## src/rtl/computer.sv

```systemverilog
// Minimal 8-bit accumulator computer: 16-word RAM, A/B registers, flags and a five-state (T0-T4) control unit.
// Define OUT_TRACE_EN to print every new out_val from the OUT instruction.

module data_register #(
    parameter int DATA_WIDTH = 8
) (
    input  logic                  clk,
    input  logic                  reset,
    input  logic                  load,
    input  logic [DATA_WIDTH-1:0] d,
    output logic [DATA_WIDTH-1:0] latched_data
);
    // NOTE: sequential state is always assigned with <= so every register samples pre-edge values.
    always_ff @(posedge clk) begin
        if (reset)
            latched_data <= '0;
        else if (load)
            latched_data <= d;
    end
endmodule

module ram #(
    parameter int DATA_WIDTH = 8,
    parameter int ADDR_WIDTH = 4
) (
    input  logic                  clk,
    input  logic                  we,
    input  logic [ADDR_WIDTH-1:0] addr,
    input  logic [DATA_WIDTH-1:0] wdata,
    output logic [DATA_WIDTH-1:0] rdata
);
    localparam int DEPTH = 1 << ADDR_WIDTH;

    logic [DATA_WIDTH-1:0] mem [0:DEPTH-1];

    // NOTE: the array has no reset, so program contents survive a CPU reset and map onto plain RAM.
    always_ff @(posedge clk) begin
        if (we)
            mem[addr] <= wdata;
    end

    assign rdata = mem[addr];

    task automatic dump();
        for (int i = 0; i < DEPTH; i++)
            $display("mem[%0h] = %h", i, mem[i]);
    endtask
endmodule

module computer #(
    parameter int DATA_WIDTH = 8,
    parameter int ADDR_WIDTH = 4
) (
    input  logic                  clk,
    input  logic                  reset,
    output logic [DATA_WIDTH-1:0] out_val
);
    typedef enum logic [2:0] {T0, T1, T2, T3, T4} state_t;

    typedef enum logic [3:0] {
        OP_NOP = 4'h0, OP_LDA = 4'h1, OP_LDB = 4'h2, OP_ADD = 4'h3,
        OP_SUB = 4'h4, OP_STA = 4'h5, OP_LDI = 4'h6, OP_JMP = 4'h7,
        OP_JC  = 4'h8, OP_JZ  = 4'h9, OP_OUT = 4'hE, OP_HLT = 4'hF
    } opcode_t;

    state_t                state;
    logic [ADDR_WIDTH-1:0] pc;
    logic [ADDR_WIDTH-1:0] mar;
    logic [DATA_WIDTH-1:0] ir;
    logic                  c;
    logic                  z;
    logic                  halt;

    logic [DATA_WIDTH-1:0] a;
    logic [DATA_WIDTH-1:0] b;
    logic [DATA_WIDTH-1:0] ram_rdata;

    opcode_t               op;
    logic [ADDR_WIDTH-1:0] operand;
    logic [DATA_WIDTH-1:0] alu_b;
    logic [DATA_WIDTH:0]   sum;
    logic                  take_jump;

    logic                  load_a;
    logic                  load_b;
    logic [DATA_WIDTH-1:0] a_d;
    logic                  ram_we;

    assign op      = opcode_t'(ir[7:4]);
    assign operand = ir[ADDR_WIDTH-1:0];

    // SUB is A + ~B + 1, so the carry out reads as "no borrow".
    always_comb begin
        alu_b = (op == OP_SUB) ? ~b : b;
        sum   = {1'b0, a} + {1'b0, alu_b} + {{DATA_WIDTH{1'b0}}, (op == OP_SUB)};
    end

    assign take_jump = (op == OP_JMP) || (op == OP_JC && c) || (op == OP_JZ && z);

    // NOTE: every output of this block gets a default first, so no latches are inferred.
    always_comb begin
        load_a = 1'b0;
        load_b = 1'b0;
        a_d    = sum[DATA_WIDTH-1:0];
        ram_we = 1'b0;
        if (!halt && !reset) begin
            case (state)
                T2: begin
                    if (op == OP_LDI) begin
                        load_a = 1'b1;
                        a_d    = DATA_WIDTH'(operand);
                    end
                end
                T3: begin
                    case (op)
                        OP_LDA: begin
                            load_a = 1'b1;
                            a_d    = ram_rdata;
                        end
                        OP_ADD, OP_SUB: load_a = 1'b1;
                        OP_LDB:         load_b = 1'b1;
                        OP_STA:         ram_we = 1'b1;
                        default: ;
                    endcase
                end
                default: ;
            endcase
        end
    end

    ram #(.DATA_WIDTH(DATA_WIDTH), .ADDR_WIDTH(ADDR_WIDTH)) u_ram (
        .clk   (clk),
        .we    (ram_we),
        .addr  (mar),
        .wdata (a),
        .rdata (ram_rdata)
    );

    data_register #(.DATA_WIDTH(DATA_WIDTH)) u_register_A (
        .clk          (clk),
        .reset        (reset),
        .load         (load_a),
        .d            (a_d),
        .latched_data (a)
    );

    data_register #(.DATA_WIDTH(DATA_WIDTH)) u_register_B (
        .clk          (clk),
        .reset        (reset),
        .load         (load_b),
        .d            (ram_rdata),
        .latched_data (b)
    );

    // Once halted, nothing advances until reset; HLT parks the sequencer in T2.
    always_ff @(posedge clk) begin
        if (reset) begin
            state   <= T0;
            pc      <= '0;
            mar     <= '0;
            ir      <= '0;
            c       <= 1'b0;
            z       <= 1'b0;
            halt    <= 1'b0;
            out_val <= '0;
        end else if (!halt) begin
            case (state)
                T0: begin
                    mar   <= pc;
                    state <= T1;
                end
                T1: begin
                    ir    <= ram_rdata;
                    pc    <= pc + ADDR_WIDTH'(1);
                    state <= T2;
                end
                T2: begin
                    state <= T3;
                    case (op)
                        OP_LDA, OP_LDB, OP_STA: mar <= operand;
                        OP_JMP, OP_JC, OP_JZ: begin
                            if (take_jump)
                                pc <= operand;
                        end
                        OP_OUT: begin
                            out_val <= a;
`ifdef OUT_TRACE_EN
                            $display("out_val = %h", a);
`endif
                        end
                        OP_HLT: begin
                            halt  <= 1'b1;
                            state <= T2;
                        end
                        default: ;
                    endcase
                end
                T3: begin
                    state <= T4;
                    if (op == OP_ADD || op == OP_SUB) begin
                        c <= sum[DATA_WIDTH];
                        z <= (sum[DATA_WIDTH-1:0] == '0);
                    end
                end
                T4: state <= T0;
                default: state <= T0;
            endcase
        end
    end
endmodule

```

## config.mk

```make
export PLATFORM = sky130hd
export DESIGN_NAME = computer
export DESIGN_NICKNAME = d
export VERILOG_FILES = /design/src/rtl/computer.sv
export SDC_FILE = /design/constraint.sdc
export NUM_CORES = 1
export LEC_CHECK = 0
export BUFFER_PORTS_ARGS = -buffer_cell sky130_fd_sc_hd__buf_2
export CORE_MARGIN = 3
export CORE_UTILIZATION = 55
export DETAILED_ROUTE_END_ITERATION = 6
export GPL_TIMING_DRIVEN = 0
export PLACE_DENSITY_LB_ADDON = 0.15
export SLEW_MARGIN = 20
export SYNTH_ARGS = -nofsm -noshare
export SYNTH_HDL_FRONTEND = slang
export SYNTH_SLANG_ARGS = --single-unit
```

## constraint.sdc

```tcl
create_clock -name clk -period 2.8 [get_ports clk]
set_input_delay 0.28 -clock clk [delete_from_list [all_inputs] [get_ports clk]]
set_output_delay 0.28 -clock clk [all_outputs]
set_load 0.01 [all_outputs]
```

; After elaboration in Yosys (flattened, before gate mapping)
; Memories as Yosys holds them, arrays and structs flattened. A register that Yosys moved wholly into a read port is not among the register bits.
; Cells that the tools add are included.
[op_classes]
n_addsub = 3
eq_ne = 17
muxes = 29
bitwise = 2
reduce_logical = 20
[ops]
columns = cell, count
row1 = 8-bit two-way mux, 4
row2 = 4-bit two-way mux, 5
row3 = "4-bit by 3-bit == test with 1-bit output, second input constant", 4
row4 = "4-bit == test, second input constant", 4
row5 = 4-bit case mux with 2 select lines, 2
row6 = 8-bit case mux with 2 select lines, 1
row7 = 1-bit two-way mux, 15
row8 = 3-bit case mux with 4 select lines, 1
row9 = 8-bit by 8-bit adder with 9-bit output, 1
row10 = 9-bit by 1-bit adder with 9-bit output, 1
row11 = 3-bit AND reduction, 3
row12 = 3-bit OR reduction, 3
row13 = "4-bit by 2-bit == test with 1-bit output, second input constant", 2
row14 = 8-bit logical NOT, 1
row15 = 8-bit inverter, 1
row16 = "3-bit by 2-bit == test with 1-bit output, second input constant", 2
row17 = "4-bit by 1-bit adder with 4-bit output, second input constant", 1
row18 = "4-bit by 1-bit == test with 1-bit output, second input constant", 1
row19 = "2-bit by 1-bit inequality test with 1-bit output, second input constant", 2
row20 = 4-bit AND reduction, 1
row21 = 2-bit nonzero test, 2
row22 = "3-bit by 1-bit == test with 1-bit output, second input constant", 1
row23 = 1-bit logical AND, 3
row24 = 3-bit logical NOT, 1
row25 = 6 further kinds, 9
[word_totals]
reg_bits = 46
ramBits = 128
in_bits = 2
mem_count = 1
[mem_list]
columns = name, depth, word_bits, rd, rd_ports_with_merged_regs, wr, line_no
row1 = u_ram.mem, 16, 8, 1, 1, 1, 34  ; logic [DATA_WIDTH-1:0] mem [0:DEPTH-1];

; Logic depth before layout (Yosys ltp)
[logic_depth]
ltp_word = 7
mapped_depth = 12
depth_no_buf = 10

; Hierarchy
; From an unflattened synthesis, not the netlist that was laid out.
[hier_totals]
hier_cells = 527
area_unflattened_um2 = 7460.9
[by_module_without_submodules]
columns = mod, instances, cells_per_inst, area_each_um2, seq_area_each_um2
row1 = ram, 1, 222, 4907.2, 3843.7
row2 = computer, 1, 253, 1983.2, 600.6
row3 = data_register, 2, 26, 285.3, 160.2

; Worst setup path after synthesis
; OpenSTA, ideal clock, no wires.
[synth_path]
path_type = reg2reg
startpoint = reg ir[4]
endpoint = reg z
setup_ns = 0.101
arrival_ns = 2.912
path_slack_ns = -0.213
path_stages_with_launch = 12
n_path_buf = 2
path_cell_list = dfxtp_1 -> buf_2 -> nor4b_1 -> buf_2 -> xor2_1 -> fa_1 -> a211oi_1 -> o21bai_1 -> a21oi_1 -> xnor2_1 -> or4_1 -> o41ai_1
[synth_via]
elab_chain_len = 5
[synth_lines]
columns = element, line_no
row1 = start: declaration, 69  ; logic [DATA_WIDTH-1:0] ir;
row2 = start signal: assignment, 173  ; ir <= ram_rdata;
row3 = 4-bit by 3-bit == test with 1-bit output, "94, 95, 200"
row4 = 8-bit two-way mux, 94  ; alu_b = (op == OP_SUB) ? ~b : b;
row5 = 8-bit by 8-bit adder with 9-bit output, 95  ; sum = {1'b0, a} + {1'b0, alu_b} + {{DATA_WIDTH{1'b0}}, (op == OP_SUB)};
row6 = 9-bit by 1-bit adder with 9-bit output, 95
row7 = 8-bit logical NOT, 202  ; z <= (sum[DATA_WIDTH-1:0] == '0);
row8 = end signal: assignment, 202
row9 = end: declaration, 71  ; logic z;
; Several ways; a longest one is shown, not always the timed one.
; A chain may end at the register's enable or synchronous reset.

; Final worst setup path
[layout_path]
startpoint = reg ir[7]
endpoint = reg z
; The elaborated chain is that of the path after synthesis.

==> PnR_summary.wiki <==
{| class="wikitable"
! Metric !! Value
|-
| Path type of the worst min-delay path || primary input to register
|-
| Combined area of all synthesized cells || 0.007505 mm²
|-
| Antenna violations before repair || 0
|-
| HPWL after detailed placement || 10740 µm
|-
| Final GP Congestion || 0.8506
|-
| Nature of the critical path endpoint || register
|-
| Total via count in the routed design || 4519
|-
| Outcome || finished with violations
|-
| Sequential share of the synthesized area || 0.6455
|-
| Cell area reported after detailed placement || 0.007839 mm²
|-
| Relative slew slack || 0.3735
|-
| Period utilisation layout || 1.028
|-
| Overflow after GRT || 0
|-
| Global-route wire length before repair || 25400 µm
|-
| Multi-input logic area || 0.002699 mm²
|-
| Number of pins exceeding their max-slew limit in the final report || 0
|-
| CTS H-tree depth || 4
|-
| Accumulated negative setup slack || -0.07754 ns
|-
| Library cell used as clock root buffer || sky130_fd_sc_hd__clkbuf_16
|-
| # port buffers || 8
|-
| Clock Skews || 0.007438 ns
|-
| Core region area || 0.01330 mm²
|-
| Clk sinks || 178
|-
| Standard-cell row count || 42
|-
| Number of global-route vias before repair || 4365
|-
| Layout cells sized above 1 || 0.2356
|-
| Worst r2r src || ir[7]$_SDFFE_PP0P_
|-
| Count of placed standard cells in the final layout, fillers left out || 732
|-
| Remaining DRCs || 0
|-
| Number of hold-repair buffers added at the cts stage || 0
|-
| Maximum capacitance violations || 0
|-
| Critical path's top delay family || simple AND/OR/NAND/NOR gates
|-
| Top cell type's share of synthesized area || 0.5122
|-
| Pleak || 2.996 nW
|-
| Ranking of synthesized cells by area || sky130_fd_sc_hd__edfxtp_1 51%, sky130_fd_sc_hd__dfxtp_1 13%, sky130_fd_sc_hd__mux4_2 12%
|-
| Share of synthesized flip-flops with an asynchronous set or reset || 0
|-
| Seq. cell area || 0.004851 mm²
|-
| Sort of element at the start of the critical path || register
|-
| Standard cell with the maximum stage delay on the critical path || sky130_fd_sc_hd__or4_1
|-
| Clock slew at the register clock pins of the worst setup and hold paths || 0.07 ns
|-
| DIE AREA || 0.01508 mm²
|-
| Starting density of the core || 0.5645
|-
| Die Ht || 122.8 µm
|-
| Sequential power share || 0.509
|-
| Number of setup violations in the final report || 1
|-
| Switching power total || 1.383 mW
|-
| ANT nets after route || 0
|-
| Setup repair after global routing missed its margin || yes
|-
| Minimum setup slack in the final design || -0.07754 ns
|-
| Predominant post-synthesis flop cell || sky130_fd_sc_hd__edfxtp_1
|-
| Flop and latch count out of synthesis || 178
|-
| TritonCTS clock tree || yes
|-
| Synthesized netlist net count || 521
|-
| Worst Path Buf+Inv || 2
|-
| First-pass iteration count of the detailed router || 5
|-
| # nets final || 554
|-
| Transition time of the tightest slew-check pin || 0.9326 ns
|-
| Data arrival at the endpoint of the critical path || 3.21 ns
|-
| Crit-path cells || nor4b_4 > buf_6 > buf_6 > nand2_1 > nand2_2 > fa_2 > or4_1 > or4_1 > o41ai_2
|-
| Maximum number of pins on one net before global-route repair || 23
|-
| Total wire length || 16580 µm
|-
| Dominant cell type by area after synthesis || sky130_fd_sc_hd__edfxtp_1
|-
| TritonCTS Buffers || 17
|-
| Min Clock Period, post-route || 2.878 ns
|-
| Post-synth EDFFs || 128
|-
| Critical path launch point || ir[7]$_SDFFE_PP0P_
|-
| Max Root-Sink Buffers || 2
|-
| Switching part of the total || 0.2440
|-
| Syn Inst Count || 510
|-
| Final-layout fill cell count || 945
|-
| Count of yosys warnings during synthesis || 0
|-
| Max Clk Rate || 0.3475 GHz
|-
| Average vias per placed instance || 6.173
|-
| Logic pwr share || 0.094
|-
| VDD IR max || 0.4658 mV
|-
| Detail-routed net length per standard cell || 22.65 µm
|-
| Final hold violation count || 0
|-
| Longest individual stage delay on the worst path || 0.52 ns
|-
| Die Width || 122.8 µm
|-
| Average cell area after synthesis || 14.72 µm²
|-
| Category of the critical setup timing path || register to register
|-
| Area added between synthesis and finish || 14.20%
|-
| Internal power summed over all cells || 4.285 mW
|-
| Fraction of power consumed by the clock network || 0.398
|-
| Total power draw || 5.668 mW
|-
| Biggest fanout along the worst timing path || 8
|-
| Worst-Skew Late Latency || 0.43 ns
|-
| WP data required || 3.13 ns
|-
| Finished layout cell area || 0.008571 mm²
|-
| Violations in the final reports || setup timing
|-
| Slack of the worst reg-to-reg path || -0.08 ns
|-
| Critical path destination || z$_SDFFE_PP0P_
|-
| Number of DRC violations after detailed-routing iteration 0 || 467
|-
| Power density relative to cell area || 661.3 mW/mm²
|-
| Worst-case reg-to-reg path depth || 9
|-
| Count of antenna diodes in the layout || 0
|-
| Crit path depth || 9
|-
| Gr usage total || 0.2355
|-
| Total I/O pin count || 10
|-
| R2r endpoint || z$_SDFFE_PP0P_
|-
| Number of placed instances, taps included || 698
|-
| Distinct cell type count of the synthesized netlist || 53
|}
## cells in the mapped netlist (2+ instances only)
cell,count
sky130_fd_sc_hd__nor3b_1,4
sky130_fd_sc_hd__nand2b_1,5
sky130_fd_sc_hd__buf_2,7
sky130_fd_sc_hd__a21oi_1,30
sky130_fd_sc_hd__or3_1,4
sky130_fd_sc_hd__nor2b_1,6
sky130_fd_sc_hd__a22oi_1,3
sky130_fd_sc_hd__xnor2_1,2
sky130_fd_sc_hd__edfxtp_1,128
sky130_fd_sc_hd__or4_1,3
sky130_fd_sc_hd__buf_6,2
sky130_fd_sc_hd__clkbuf_1,8
sky130_fd_sc_hd__o21ai_0,13
sky130_fd_sc_hd__a221oi_1,2
sky130_fd_sc_hd__buf_1,8
sky130_fd_sc_hd__and3_1,3
sky130_fd_sc_hd__nand3_1,7
sky130_fd_sc_hd__ha_1,8
sky130_fd_sc_hd__mux4_2,39
sky130_fd_sc_hd__xor2_1,10
sky130_fd_sc_hd__nor3_1,9
sky130_fd_sc_hd__a31oi_1,4
sky130_fd_sc_hd__nand3b_1,2
sky130_fd_sc_hd__a21bo_2,2
sky130_fd_sc_hd__o211ai_1,2
sky130_fd_sc_hd__dfxtp_1,50
sky130_fd_sc_hd__nand2_1,30
sky130_fd_sc_hd__nor2_1,54
sky130_fd_sc_hd__mux2i_1,24
sky130_fd_sc_hd__inv_1,8
sky130_fd_sc_hd__a32oi_1,3
sky130_fd_sc_hd__a211oi_1,9
## routing by layer
layer | share of wire | vias up | wire length, µm | global-route usage
met1 | 0.44 | 2276 | 7303 | 0.3437
met3 | 0.066 | 24 | 1099 | 0.05991
li1 | - | 2042 | - | -
met2 | 0.47 | 177 | 7872 | 0.3509
met4 | 0.018 | 0 | 301 | 0.07698
met5 | 0 | - | 0 | 0
## kinds of logic (layout without fill, tap and decap cells)
family | Yosys count | in the layout | share of synthesized area
AO/OA/AOI/OAI | 78 | 78 | 0.06619
AND/OR/NAND/NOR | 136 | 136 | 0.08803
XOR/XNOR | 12 | 12 | 0.01400
multiplexers | 64 | 64 | 0.1505
buffers and inverters | 33 | 79 | 0.01967
flip-flops | 178 | 178 | 0.6455
adder cells (fa/ha/maj) | 9 | 9 | 0.01601
## through the flow
stage	hold WS [ns]	setup slack (ns)	utilization
6_report	0.3965	-0.07754	0.6446
5_1_grt	0.4314	-0.1437	0.6446
3_5_place_dp	0.4590	-0.3245	0.5896
4_1_cts	0.3496	-0.1258	0.6399
3_3_place_gp	0.4612	-0.6199	0.5858
2_1_floorplan	0.4447	0.01474	-
## power by group through the flow
| stage | Clock (mW) | Sequential, mW | Combinational, mW |
|---|---|---|---|
| floorplan | 0 | 2.91 | 0.381 |
| global placement | 0 | 2.93 | 0.494 |
| detailed placement | 0 | 2.93 | 0.499 |
| CTS | 2.26 | 2.88 | 0.518 |
| global route | 2.38 | 2.89 | 0.573 |
| finish | 2.25 | 2.88 | 0.531 |
## cell type report
class,count,area share
Sequential cell,178,0.5660
Inverter,8,0.003504
Clock inverter,15,0.01518
Buffer,24,0.01387
Clock buffer,17,0.04964
Timing Repair Buffer,15,0.01124
Multi-Input combinational cell,299,0.3149
Tap cell,176,0.02569
## cell usage in the layout (no fill, tap or decap), types with 8 or more instances in the layout
master / count
sky130_fd_sc_hd__a211oi_1: 8
sky130_fd_sc_hd__a21oi_1: 29
sky130_fd_sc_hd__buf_1: 8
sky130_fd_sc_hd__buf_2: 13
sky130_fd_sc_hd__clkbuf_1: 8
sky130_fd_sc_hd__clkbuf_16: 17
sky130_fd_sc_hd__dfxtp_1: 47
sky130_fd_sc_hd__edfxtp_1: 128
sky130_fd_sc_hd__inv_1: 8
sky130_fd_sc_hd__mux2i_1: 24
sky130_fd_sc_hd__mux4_2: 39
sky130_fd_sc_hd__nand2_1: 29
sky130_fd_sc_hd__nor2_1: 42
sky130_fd_sc_hd__nor2_2: 9
sky130_fd_sc_hd__o21ai_0: 11
sky130_fd_sc_hd__xor2_1: 8
## worst min-delay path, stage by stage
cell and delay, ns:
sky130_fd_sc_hd__clkbuf_1 0.22, sky130_fd_sc_hd__nor3b_1 0.14, sky130_fd_sc_hd__nand2_1 0.07, sky130_fd_sc_hd__a31oi_1 0.07
## flip-flops by register name, indices dropped and copies added (netlist names), named ones only
signal	flops
ir	8
out_val	8
pc	4
u_ram.mem	128
halt	1
state	3
c	1
u_register_A.latched_data	8
z	1
mar	4
u_register_B.latched_data	8
## worst min path at each step
stage                                                endpoint  cells past startpoint  slack [ns]                from
floorplan                                  ir[2]$_SDFFE_PP0P_                      2        0.44  ir[2]$_SDFFE_PP0P_
global placement                           ir[3]$_SDFFE_PP0P_                      2        0.46  ir[3]$_SDFFE_PP0P_
detailed placement                         ir[3]$_SDFFE_PP0P_                      2        0.46  ir[3]$_SDFFE_PP0P_
CTS                 u_register_A.latched_data[3]$_SDFFE_PP0P_                      4        0.35               reset
global route        u_register_A.latched_data[3]$_SDFFE_PP0P_                      4        0.43               reset
finish              u_register_A.latched_data[3]$_SDFFE_PP0P_                      4        0.40               reset
## repair_timing
item	in CTS	in global routing
buffers inserted	2	1
gates resized for setup	24	13
pin swaps	2	8
endpoints found under the setup margin	105	106
Note: power is estimated with default switching activity, not from simulation.
